===== src/rtl/neuron_pkg.sv =====
// neuron_pkg: shared FSM state type, fixed-point defaults and saturation limits for neuron_activate.
package neuron_pkg;
    typedef enum logic [1:0] {IDLE, ADD, ACT, DONE} state_e;
    localparam int FRAC_BITS_DEF = 16;
    localparam logic signed [31:0] ONE = 32'sd1 <<< FRAC_BITS_DEF;
    localparam logic signed [31:0] HALF = 32'sd1 <<< (FRAC_BITS_DEF - 1);
    localparam logic signed [31:0] SAT_MAX = 32'sh7FFF_FFFF;
    localparam logic signed [31:0] SAT_MIN = 32'sh8000_0000;
endpackage


===== src/rtl/sat_add32.sv =====
// sat_add32: combinational signed 32-bit add widened to 33 bits, clamped back to 32 with an overflow flag.
module sat_add32
    import neuron_pkg::*;
(
    input  logic signed [31:0] a_i,
    input  logic signed [31:0] b_i,
    output logic signed [31:0] y_o,
    output logic               ovf_o
);
    logic signed [32:0] s;
    assign s = {a_i[31], a_i} + {b_i[31], b_i};
    // The two top bits disagree exactly when the result does not fit in 32 bits.
    assign ovf_o = s[32] ^ s[31];
    assign y_o = ovf_o ? (s[32] ? SAT_MIN : SAT_MAX) : s[31:0];
endmodule


===== src/rtl/neuron_activate.sv =====
// neuron_activate: bias add with saturation then activation (ReLU, or hard sigmoid when
// NEURON_SIGMOID_PWL_EN is defined); IDLE -> ADD -> ACT -> DONE, one result per 3 cycles.
module neuron_activate
    import neuron_pkg::*;
#(
    parameter int FRAC_BITS = FRAC_BITS_DEF
) (
    input  logic        clk,
    input  logic        reset,
    input  logic [31:0] sum,
    input  logic [31:0] bias,
    input  logic        start,
    output logic [31:0] out,
    output logic        sat,
    output logic        done
);
    state_e state_q, state_d;
    logic signed [31:0] sum_q, bias_q, x_q, add_y, act_d;
    logic [31:0] out_q;
    logic xsat_q, sat_q, add_ovf, load;

    sat_add32 u_add (
        .a_i  (sum_q),
        .b_i  (bias_q),
        .y_o  (add_y),
        .ovf_o(add_ovf)
    );

    assign load = start && (state_q == IDLE || state_q == DONE);

    always_comb begin
        state_d = (state_q == ADD) ? ACT :
                  (state_q == ACT) ? DONE :
                  load ? ADD : IDLE;
    end

`ifdef NEURON_SIGMOID_PWL_EN
    localparam logic signed [31:0] ONE_C = 32'sd1 <<< FRAC_BITS;
    localparam logic signed [31:0] HALF_C = 32'sd1 <<< (FRAC_BITS - 1);
    logic signed [31:0] t;
    always_comb begin
        t = (x_q >>> 2) + HALF_C;
        act_d = t[31] ? '0 : (t > ONE_C) ? ONE_C : t;
    end
`else
    always_comb begin
        act_d = x_q[31] ? '0 : x_q;
    end
`endif

    always_ff @(posedge clk) begin
        if (reset) begin
            state_q <= IDLE;
            sum_q <= '0;
            bias_q <= '0;
            x_q <= '0;
            xsat_q <= 1'b0;
            out_q <= '0;
            sat_q <= 1'b0;
        end else begin
            state_q <= state_d;
            if (load) begin
                sum_q <= sum;
                bias_q <= bias;
            end
            if (state_q == ADD) begin
                x_q <= add_y;
                xsat_q <= add_ovf;
            end
            if (state_q == ACT) begin
                out_q <= act_d;
                sat_q <= xsat_q;
            end
        end
    end

    assign out = out_q;
    assign sat = sat_q;
    assign done = (state_q == DONE);
endmodule


===== config.mk =====
export PLATFORM = sky130hd
export DESIGN_NAME = neuron_activate
export DESIGN_NICKNAME = d
export VERILOG_FILES = /design/src/rtl/neuron_pkg.sv /design/src/rtl/sat_add32.sv /design/src/rtl/neuron_activate.sv
export SDC_FILE = /design/constraint.sdc
export NUM_CORES = 1
export LEC_CHECK = 0
export CAP_MARGIN = 40
export CELL_PAD_IN_SITES_DETAIL_PLACEMENT = 1
export CELL_PAD_IN_SITES_GLOBAL_PLACEMENT = 1
export CORE_ASPECT_RATIO = 0.7
export CORE_MARGIN = 2
export CORE_UTILIZATION = 31
export DETAILED_ROUTE_END_ITERATION = 7
export GPL_ROUTABILITY_DRIVEN = 0
export HOLD_SLACK_MARGIN = 0.03
export PLACE_DENSITY_LB_ADDON = 0.1
export SLEW_MARGIN = 25
export SYNTH_ARGS = -nofsm -noshare
export SYNTH_HDL_FRONTEND = slang
export SYNTH_SLANG_ARGS = --single-unit
export TNS_END_PERCENT = 30

===== constraint.sdc =====
create_clock -name clk -period 5.24 [get_ports clk]
set_input_delay 1.048 -clock clk [delete_from_list [all_inputs] [get_ports clk]]
set_output_delay 1.048 -clock clk [all_outputs]
set_load 0.01 [all_outputs]

; Word-level counts from Yosys, hierarchy flattened
; Cells that the tools add are included.
[word_totals]
reg_bits = 132
in_bits = 67
output_inout_bits = 34
wordCells = 23
[classes]
n_addsub = 1
n_eq_ne = 3
mux = 6
bitwise = 1
reduce_logical = 4
[op_table]
columns = cell, n
row1 = $mux W32, 2
row2 = $add A32 B32 Y33, 1
row3 = $mux W31, 1
row4 = $eq A2 B2 Y1 const B, 2
row5 = $mux W2, 2
row6 = $eq A2 B1 Y1 const B, 1
row7 = $logic_not A2 Y1, 1
row8 = $reduce_or A2 Y1, 1
row9 = $logic_and A1 B1 Y1, 1
row10 = $logic_or A1 B1 Y1, 1
row11 = $mux W1, 1
row12 = $xor A1 B1 Y1, 1

; Logic depth before layout (Yosys ltp)
; Gate-level depths: netlist (run 1).
[depth]
ltp_word = 6
depth_mapped = 13
ltp_nobuf = 11

; Cells and area by module
; From an unflattened synthesis (run 1), not the netlist that was laid out.
[unflattened]
hier_cells = 838
area_unflattened_um2 = 7403.4
[by_module_without_submodules]
columns = mod, n_inst, cells_per_inst, area_each_um2
row1 = neuron_activate, 1, 551, 5360.1
row2 = sat_add32, 1, 287, 2043.2

; Worst setup path after synthesis (run 1)
; No wires, ideal clock.
[synth_path]
kind = register -> register
start = reg sum_q[0]
end = reg x_q[2]
setup_ns = 0.086
arrival_ns = 2.700
t_required_ns = 5.154
setup_slack_ns = 2.454
path_stages_with_launch = 13
n_path_buf = 1
path_cell_list = dfxtp_1 ha_1 fa_1 a211oi_1 o211ai_1 nand3_1 a211o_1 a41o_1 nor4_4 nor2_2 buf_6 maj3_1 a211oi_1
[synth_via]
elab_chain_len = 3
[synth_rtl]
columns = item, line_no
row1 = "start, declared", neuron_activate.sv:18  ; logic signed [31:0] sum_q, bias_q, x_q, add_y, act_d;
row2 = "start signal, assigned", neuron_activate.sv:63  ; sum_q <= sum;
row3 = $add A32 B32 Y33 *, sat_add32.sv:11  ; assign s = {a_i[31], a_i} + {b_i[31], b_i};
row4 = $mux W32 / $xor A1 B1 Y1 (equally long branches), "sat_add32.sv:14, sat_add32.sv:13"
row5 = $mux W32 *, sat_add32.sv:14  ; assign y_o = ovf_o ? (s[32] ? SAT_MIN : SAT_MAX) : s[31:0];
row6 = "end signal, assigned", neuron_activate.sv:67  ; x_q <= add_y;
row7 = "end, declared", neuron_activate.sv:18
; Mark *: on every way between the ends. The rest lies on a longest branch, timed or not.
; A chain may end at the register's enable or synchronous reset.

; Final worst setup path (run 1)
[layout_path]
start = reg sum_q[0]
end = reg x_q[12]
; Same word-level chain as after synthesis.

==> metrics.txt, run 1 <==
Worst EP required 5570 ps; final cycle utilization of the critical path 61.9%; startpoint types flop; DR WL/cell 16.0 um; Initial Util 31.3%; CTS Sinks 131; met3 Use GR 3.82%; DIE AREA 23,000 um^2; Final WS setup 1990 ps; Synth Cell Area 6740 um^2; Root Buffer clkbuf_16; Seq/Total Area, Yosys 38.9%; Setup TNS 0 ps; first-pass GRT wire length 32,000 um; run status completed; worst path arrival time 3580 ps; largest net degree at the start of global routing 66; gr busiest metal met2; Avg Inst Size Synth 8.15 um^2; htree depth 4; Hold WS 462 ps; Worst Skew 9.54 ps; GRT met1 Usage 21.3%; #FFs+latches synth 131; Reg clk slew, reported paths 60 ps; Synth Area in Compound Gates 21.2%; P per Cell Area 432 nW/um^2; vias per cell 5.03; xor/xnor share of the synthesized area 3.49%; Die W 180 um; CP cell instances ha_1 -> fa_1 -> a211oi_1 -> o211ai_1 -> nand3_1 -> a211o_1 -> a41o_1 -> nor4_4 -> nor2_2 -> buf_4 -> maj3_1 -> a211oi_1; Leak 3.34 nW; grt ovf 0; Antenna Nets Post-Route 0; critical path fanouts, max 30; Synth Area in Simple Gates 21.0%; Design Area, Final 8510 um^2; Placed Instance Area 7910 um^2; syn nets 930; final net count 999; 1st-iter DRT viols 201; CP dominant cell by count a211oi_1; vias in the first global route 6,279; Synth top area share 38.9%; Total GRT Usage 17.2%; Worst Tran Pin Value 717 ps; VDD IR max 229 uV; area grow syn2layout 26.2%; post-cts sizing count 0; distinct cell type count after synthesis 67; RSZ-0062 raised after global routing false; Synth area leader dfxtp_1; largest family of logic cells by synthesized area compound AO/OA/AOI/OAI gates; Die H 127 um; Slew Limit Fails 0; Core ar. 21,500 um^2; max_cap viols 0; fraction of registers with async set/reset 0%; total power draw 3.68 mW; mux contribution to synthesized area 0.612%; I/O Pins 101; cts hold-fix bufs 0; fmax 0.308 GHz; Crit Path Category reg2reg; routing usage on met2 30.5%; CP endpoint kind flop; Setup WS pre-CTS 2000 ps; crit path time final 3250 ps; worst hold path type reg2reg; top post-synthesis cells by area dfxtp_1 (39%), a21oi_1 (8.9%), nand2_1 (8.7%), ha_1 (6.5%), nor2_1 (4.4%); DP HPWL 13,800 um; # rows 45; Post-Synth Adder-Cell Area 10.6%; cell with the most instances after synthesis nand2_1; initial antenna violation count 0; via count 5,989; TritonCTS clock tree built; drt drc 0; number of setup violations in the final report 0; CTS max path bufs 2; Ys Warns 0; CTS Buf Count 17; IO Port Bufs 99; fraction of layout instances using a drive strength above 1 7.82%; number of synthesized flops with an enable pin 0; top_reg_cell synth dfxtp_1; Pre-antenna DRT Iters 4; Syn Inst Count 827; Filler Cell Count 2,530; CP max-delay cell a211o_1; post-CTS setup buffer count 0; Post-synth top cells nand2_1 (157), dfxtp_1 (131), a21oi_1 (120); Slew headroom 52.1%; Fin. Hold Viols 0; Worst-Skew Late Latency 430 ps; Worst path max stage delay 360 ps; Inserted Diodes 0; Total Routed Length 19,000 um
[layout by cell type (no fill, tap or decap), types with 7 or more instances in the layout]
cell type        netlist  layout
inv_1                  8       8
buf_4                  2       7
xnor2_1               18      18
dfxtp_1              131     131
clkdlybuf4s50_1        0      98
clkbuf_16              0      17
a21oi_1              120     120
a211oi_1              21      21
xor2_1                 7       7
maj3_1                12      12
nand2_1              157     156
nor2b_1               36      35
ha_1                  35      34
o21ai_0               15      15
maj3_2                12      12
nor2_1                79      79
a21o_1                17      17
[metal layers]
| layer | share of wire, % | wire [um] | vias up |
|---|---|---|---|
| met4 | 1.4 | 261 | 0 |
| li1 | - | - | 2999 |
| met1 | 47 | 8930 | 2882 |
| met5 | 0 | 0 | - |
| met2 | 49 | 9240 | 88 |
| met3 | 3.2 | 607 | 20 |
[registers in the layout (all words and copies together), names as in the netlist]
| register | cells |
|---|---|
| x_q | 32 |
| state_q | 2 |
| out | 31 |
| sat | 1 |
| xsat_q | 1 |
| sum_q | 32 |
| bias_q | 32 |
[through the flow]
| stage | instances | utilization, % |
|---|---|---|
| after floorplan | 827 | - |
| after global placement | 1158 | 36.6 |
| after detailed placement | 1159 | 36.8 |
| after CTS | 1190 | 39.6 |
| after global routing | 1190 | 39.6 |
| final | 1190 | 39.6 |
[worst max-delay path, delay by kind of cell, from the launching register on]
kind	cells	cell delay (ps)
AO/OA/AOI/OAI	5	1210
flip-flops	1	330
adder cells (fa/ha/maj)	3	830
buffers and inverters	1	250
AND/OR/NAND/NOR	3	510
[final cells by class]
class                   count  area [um^2]  area share, %
clock buffers              20          447           5.25
clock inverters            11          153           1.79
inverters                   8         30.0          0.353
multi-input cells         632         3850           45.3
flip-flops and latches    131         2620           30.8
well taps                 282          353           4.15
repair buffers            106         1050           12.4
[worst paths after layout]
check / startpoint / to / slack, ps / cells past startpoint
worst min-delay path: sum_q[27]$_SDFFE_PP0P_ / sum_q[27]$_SDFFE_PP0P_ / 460 / 2
worst min register to register: sum_q[27]$_SDFFE_PP0P_ / sum_q[27]$_SDFFE_PP0P_ / 460 / 2
worst max register to register: sum_q[0]$_SDFFE_PP0P_ / x_q[12]$_SDFFE_PP0P_ / 1990 / 12
worst max-delay path: sum_q[0]$_SDFFE_PP0P_ / x_q[12]$_SDFFE_PP0P_ / 1990 / 12
[power breakdown]
group	total (mW)	internal [mW]	switching, mW
logic	1.18	0.467	0.711
registers	1.26	1.16	0.101
clock network	1.24	0.762	0.476
[cells by family (layout without fill, tap and decap cells)]
kind of cell / Yosys count / in the layout
simple gates: 317 / 317
compound gates: 224 / 224
flops: 131 / 131
buf+inv: 64 / 145
fa+ha+maj: 60 / 60
xor+xnor: 26 / 26
mux: 4 / 4
other cells: 1 / 1
No activity file was read; power rests on OpenSTA's default activity.
==> run 2, diff against run 1 <==
==> constraint.sdc (replaced) <==
create_clock -name clk -period 3.1 [get_ports clk]
set_input_delay 0.62 -clock clk [delete_from_list [all_inputs] [get_ports clk]]
set_output_delay 0.62 -clock clk [all_outputs]
set_load 0.01 [all_outputs]
==> run 2 against run 1 <==
Sequential share of layout area is 1.2 points lower. Register-to-register slack worse by 1800 ps. Via count is 1.4% higher. Largest cell class unchanged.
==> metrics.txt, run 2 (synthesized netlist as in run 1, its figures left out) <==
Leak 3.40 nW (+1.7%); CP cell instances ha_4 -> a21oi_1 -> o21a_1 -> or3_1 -> nand2_1 -> o221ai_2 -> o31a_4 -> xnor2_2 -> buf_12 -> maj3_1 -> a211oi_2; Design Area, Final 8850 um^2 (+4.1%); startpoint types flop; Slew Limit Fails 0 (unchanged); critical path fanouts, max 29 (-3.3%); initial antenna violation count 0 (unchanged); Fin. Hold Viols 0 (unchanged); CTS max path bufs 2 (unchanged); htree depth 4 (unchanged); DR WL/cell 16.1 um (+0.40%); cts hold-fix bufs 0 (unchanged); Total GRT Usage 17.2% (-0.081 points); Total Routed Length 19,400 um (+1.7%); TritonCTS clock tree built; I/O Pins 101 (unchanged); fraction of layout instances using a drive strength above 1 12.6% (+4.7 points); Initial Util 31.3% (unchanged); VDD IR max 390 uV (+70%); CTS Sinks 131 (unchanged); # rows 45 (unchanged); final cycle utilization of the critical path 94.9% (+33 points); crit path from bias_q[8]$_SDFFE_PP0P_; Placed Cells 1,171 (+1.0%); Placed Instance Area 8030 um^2 (+1.5%); number of setup violations in the final report 0 (unchanged); Pre-antenna DRT Iters 4 (unchanged); drt drc 0 (unchanged); total power draw 6.35 mW (+73%); worst hold path type reg2reg; Hold WS 461 ps (-1.57 ps); worst r2r src bias_q[8]$_SDFFE_PP0P_; critical path depth 11 (-1); final net count 1,014 (+1.5%); clock share of power 31.4% (-2.3 points); worst path arrival time 3290 ps (-290 ps); run status completed; most common cell after layout, fill and taps aside nand2_1; CP Buf/Inv Count 1 (unchanged); Internal 4.11 mW (+72%); Sw Ratio 35.3% (+0.30 points); P per Cell Area 717 nW/um^2 (+66%); Finished Layout Cells 1,206 (+1.3%); vias per cell 5.04 (about the same); Slew headroom 60.0% (+7.9 points); Root Buffer clkbuf_16; Worst EP required 3450 ps (-2120 ps); Top Registers bias_q (32), sum_q (32), x_q (32); Crit Path Category reg2reg; vias in the first global route 6,377 (+1.6%); grt ovf 0 (unchanged); Worst-Skew Late Latency 430 ps (about the same); CP Capture Point x_q[6]$_SDFFE_PP0P_; IO Port Bufs 99 (unchanged); Worst Tran Pin Value 584 ps (-133 ps); via count 6,074 (+1.4%); Inserted Diodes 0 (unchanged); Setup TNS 0 ps (unchanged); DP HPWL 13,900 um (+1.2%); CP delay by family, top compound AO/OA/AOI/OAI gates; Worst path max stage delay 390 ps (+30 ps); largest net degree at the start of global routing 93 (+41%); Net Sw Power 2.24 mW (+74%); Worst Skew 9.17 ps (-0.373 ps); Comb pwr share 34.6% (+2.6 points); DIE AREA 23,000 um^2 (unchanged); fmax 0.340 GHz (+10%); Die W 180 um (unchanged); crit path time final 2940 ps (-304 ps); Core ar. 21,500 um^2 (unchanged); max_cap viols 0 (unchanged); Die H 127 um (unchanged); Reg2Reg Depth 11 (-1); Reg clk slew, reported paths 60 ps (about the same); Filler Cell Count 2,531 (+0.040%); 1st-iter DRT viols 307 (+53%); reg2reg end x_q[6]$_SDFFE_PP0P_; Antenna Nets Post-Route 0 (unchanged); CP endpoint kind flop; CTS Buf Count 17 (unchanged); power share of the sequential group 34.0% (-0.3 points); Reg2Reg Setup Slack 160 ps (-1840 ps); first-pass GRT wire length 32,000 um (-0.13%); CP max-delay cell maj3_1; most frequent cells in the layout nand2_1 (155), dfxtp_1 (129), a21oi_1 (119), clkdlybuf4s50_1 (98), nor2_1 (79); area grow syn2layout 31.3%
==> run 2: tightest hold or removal path: cells and delay by family, from the launching register on <==
family             cells  cell delay, ps
DFF                    1             310
and+or+nand+nor        1              50
AOI/OAI and AO/OA      1              50
==> run 2: worst min-delay path by stage <==
stage	slack (ps)	cells after the start	startpoint	to
floorplan	440	2	bias_q[0]$_SDFFE_PP0P_	bias_q[0]$_SDFFE_PP0P_
detailed placement	450	2	bias_q[31]$_SDFFE_PP0P_	bias_q[31]$_SDFFE_PP0P_
global placement	450	2	bias_q[2]$_SDFFE_PP0P_	bias_q[2]$_SDFFE_PP0P_
CTS	460	2	bias_q[31]$_SDFFE_PP0P_	bias_q[31]$_SDFFE_PP0P_
finish	460	2	bias_q[31]$_SDFFE_PP0P_	bias_q[31]$_SDFFE_PP0P_
global route	480	2	bias_q[21]$_SDFFE_PP0P_	bias_q[21]$_SDFFE_PP0P_
==> run 2: cell type report <==
type	instances	area, um^2	share of cell area (%)
timing repair buffer	121	1200	13.6
inverter	8	30.0	0.339
multi-input combinational	632	4070	45.9
sequential	131	2630	29.6
tap	282	353	3.98
clock inverter	12	130	1.47
clock buffer	20	447	5.04
==> run 2: timing repair <==
item                       in CTS  in global routing
setup endpoints to repair      10                 32
pin swaps                       3                 13
resized for setup               4                 35
buffers inserted                0                  3
==> run 2: per-stage QoR <==
stage,setup slack [ps],util (%)
finish,159,41.2
global route,-46.9,41.2
CTS,0.601,40.0
detailed placement,-30.3,37.3
global placement,15.4,37.3
floorplan,314,-
==> run 2: power by group through the flow <==
| stage | clock [mW] | sequential [mW] | combinational (mW) |
|---|---|---|---|
| 3_3_place_gp | 0 | 2.17 | 2.05 |
| 6_report | 2.00 | 2.16 | 2.20 |
| 4_1_cts | 2.05 | 2.14 | 2.14 |
| 2_1_floorplan | 0 | 2.12 | 1.50 |
| 3_5_place_dp | 0 | 2.17 | 2.11 |
| 5_1_grt | 2.13 | 2.19 | 2.46 |
==> run 2: metal layers <==
layer	wire [um]	global-route usage (%)
met1	8900	20.8
met2	9440	30.3
met3	576	3.22
met4	452	6.59
met5	0	0
==> run 3, diff against run 2 <==
--- a/config.mk
+++ b/config.mk
@@ -11,6 +11,7 @@
 export CORE_ASPECT_RATIO = 0.7
 export CORE_MARGIN = 2
 export CORE_UTILIZATION = 31
+export CTS_BUF_LIST = sky130_fd_sc_hd__clkbuf_16
 export DETAILED_ROUTE_END_ITERATION = 7
 export GPL_ROUTABILITY_DRIVEN = 0
 export HOLD_SLACK_MARGIN = 0.03
==> run 3 against run 2 <==
Register-to-register slack got worse by 50 ps. Non-clock buffer count unchanged. Clock skew decreased by 2.0 ps. Critical path type unchanged. Critical endpoint is now x_q[5]$_SDFFE_PP0P_.
==> metrics.txt, run 3 (synthesized netlist as in run 1, its figures left out) <==
run status completed; Internal 4.07 mW (-0.83%); Die W 180 um (unchanged); Core ar. 21,500 um^2 (unchanged); Hold WS 461 ps (+0.00400 ps); drt drc 0 (unchanged); reg2reg end x_q[5]$_SDFFE_PP0P_; power share of the sequential group 34.1% (about the same); Crit Path Category reg2reg; Die H 127 um (unchanged); CP delay by family, top compound AO/OA/AOI/OAI gates; CTS Sinks 131 (unchanged); Leak 3.40 nW (+0.17%); Initial Util 31.3% (unchanged); critical path fanouts, max 29 (unchanged); Fin. Hold Viols 0 (unchanged); Antenna Nets Post-Route 0 (unchanged); CP endpoint kind flop; final cycle utilization of the critical path 96.5% (+1.6 points); largest net degree at the start of global routing 93 (unchanged); DIE AREA 23,000 um^2 (unchanged); fmax 0.334 GHz (-1.7%); Design Area, Final 8830 um^2 (-0.24%); Placed Instance Area 8030 um^2 (unchanged); IO Port Bufs 99 (unchanged); Slew headroom 60.0% (about the same); Top Registers bias_q (32), sum_q (32), x_q (32); DR WL/cell 16.0 um (-0.43%); Reg clk slew, reported paths 60 ps (about the same); number of setup violations in the final report 0 (unchanged); TritonCTS clock tree built; clock share of power 31.1% (-0.3 points); Sw Ratio 35.4% (+0.12 points); I/O Pins 101 (unchanged); CTS Buf Count 17 (unchanged); total power draw 6.31 mW (-0.64%); Worst Hold Launch bias_q[31]$_SDFFE_PP0P_; fraction of layout instances using a drive strength above 1 12.4% (-0.11 points); CP cell instances ha_4 -> a21oi_1 -> o21a_1 -> or3_1 -> nand2_1 -> o221ai_2 -> o31a_4 -> xnor2_2 -> buf_12 -> maj3_1 -> a211oi_1; vias per cell 5.03 (-0.12%); CP max-delay cell maj3_1; via count 6,067 (-0.12%); first-pass GRT wire length 31,900 um (-0.41%); hold depth 2 (unchanged); final net count 1,014 (unchanged); area grow syn2layout 31.0%; worst r2r src bias_q[8]$_SDFFE_PP0P_; Hold Path End bias_q[31]$_SDFFE_PP0P_; Inserted Diodes 0 (unchanged); DP HPWL 13,900 um (unchanged); vias in the first global route 6,364 (-0.20%); Worst EP required 3430 ps (-20 ps); worst path arrival time 3320 ps (+30 ps); Reg2Reg Setup Slack 110 ps (-50 ps); Util after Layout 41.1% (-0.099 points); most frequent cells in the layout nand2_1 (155), dfxtp_1 (129), a21oi_1 (119), clkdlybuf4s50_1 (98), nor2_1 (79); most common cell after layout, fill and taps aside nand2_1; Worst path max stage delay 370 ps (-20 ps); grt ovf 0 (unchanged); Worst Skew 7.13 ps (-2.04 ps); Pre-antenna DRT Iters 4 (unchanged); worst hold path type reg2reg; Total Routed Length 19,300 um (-0.43%); Root Buffer clkbuf_16; Worst-Skew Late Latency 430 ps (about the same); max_cap viols 0 (unchanged); # rows 45 (unchanged); 1st-iter DRT viols 265 (-14%); Comb pwr share 34.8% (+0.2 points); htree depth 4 (unchanged); Total GRT Usage 17.1% (-0.094 points); VDD IR max 386 uV (-0.85%); CP Buf/Inv Count 1 (unchanged); P per Cell Area 714 nW/um^2 (-0.40%); Worst Tran Pin Value 585 ps (+0.522 ps); Reg2Reg Depth 11 (unchanged); crit path time final 2990 ps (+50.6 ps); initial antenna violation count 0 (unchanged); Net Sw Power 2.24 mW (-0.29%); Filler Cell Count 2,534 (+0.12%); Slew Limit Fails 0 (unchanged); startpoint types flop; CTS max path bufs 2 (unchanged)
## run 3: cell types whose count changed in the layout (fill, tap and decap cells not counted), sizes merged
| cell | before | now |
|---|---|---|
| clkbuf | 20 | 17 |
| inv | 10 | 12 |
| clkinv | 3 | 4 |
## run 3: through the flow
| step | setup slack [ps] | setup TNS, ps | instances |
|---|---|---|---|
| 3_3_place_gp | 15.4 | 0 | 1171 |
| 4_1_cts | 12.6 | 0 | 1203 |
| 6_report | 108 | 0 | 1206 |
| 2_1_floorplan | 314 | 0 | 827 |
| 5_1_grt | -91.2 | -107 | 1206 |
| 3_5_place_dp | -30.3 | -30.3 | 1171 |
## run 3: worst max-delay path by stage
stage | startpoint | to | slack (ps) | cells after the start
after floorplan | sum_q[0]$_SDFFE_PP0P_ | x_q[2]$_SDFFE_PP0P_ | 310 | 12
after global placement | bias_q[6]$_SDFFE_PP0P_ | x_q[29]$_SDFFE_PP0P_ | 20 | 10
after detailed placement | sum_q[11]$_SDFFE_PP0P_ | x_q[9]$_SDFFE_PP0P_ | -30 | 11
after CTS | sum_q[2]$_SDFFE_PP0P_ | x_q[9]$_SDFFE_PP0P_ | 10 | 11
after global routing | bias_q[0]$_SDFFE_PP0P_ | x_q[5]$_SDFFE_PP0P_ | -90 | 12
final | bias_q[8]$_SDFFE_PP0P_ | x_q[5]$_SDFFE_PP0P_ | 110 | 11
## run 3: routing by layer
layer | routed length (um) | global-route usage, % | vias up
met2 | 9350 | 30.2 | 90
met1 | 8960 | 20.8 | 2915
met5 | 0 | 0 | -
met4 | 455 | 6.17 | 0
met3 | 526 | 3.28 | 30
li1 | - | - | 3032
## run 3: layout make-up
class	count	area (um^2)	share of cell area, %
tap	282	353	3.99
multi-input combinational	632	4060	45.9
clock inverter	15	141	1.60
clock buffer	17	425	4.82
sequential	131	2630	29.7
inverter	8	30.0	0.340
timing repair buffer	121	1200	13.6
## run 3: tightest hold or removal path, delay by kind of cell, from the launching register on
family          cells  cell delay [ps]
flops               1              310
simple gates        1               50
compound gates      1               50
## run 3: what timing repair did
action,CTS,global route
gates resized for setup,3,36
setup endpoints to repair,10,32
cloned,0,0
setup buffers,0,3
pin swaps,3,13
hold buffers,0,0
## run 3: power by group through the flow
stage	logic (mW)	clock network (mW)	registers, mW
after floorplan	1.50	0	2.12
after global placement	2.05	0	2.17
after detailed placement	2.11	0	2.17
after CTS	2.14	2.01	2.14
after global routing	2.46	2.09	2.19
final	2.19	1.96	2.15
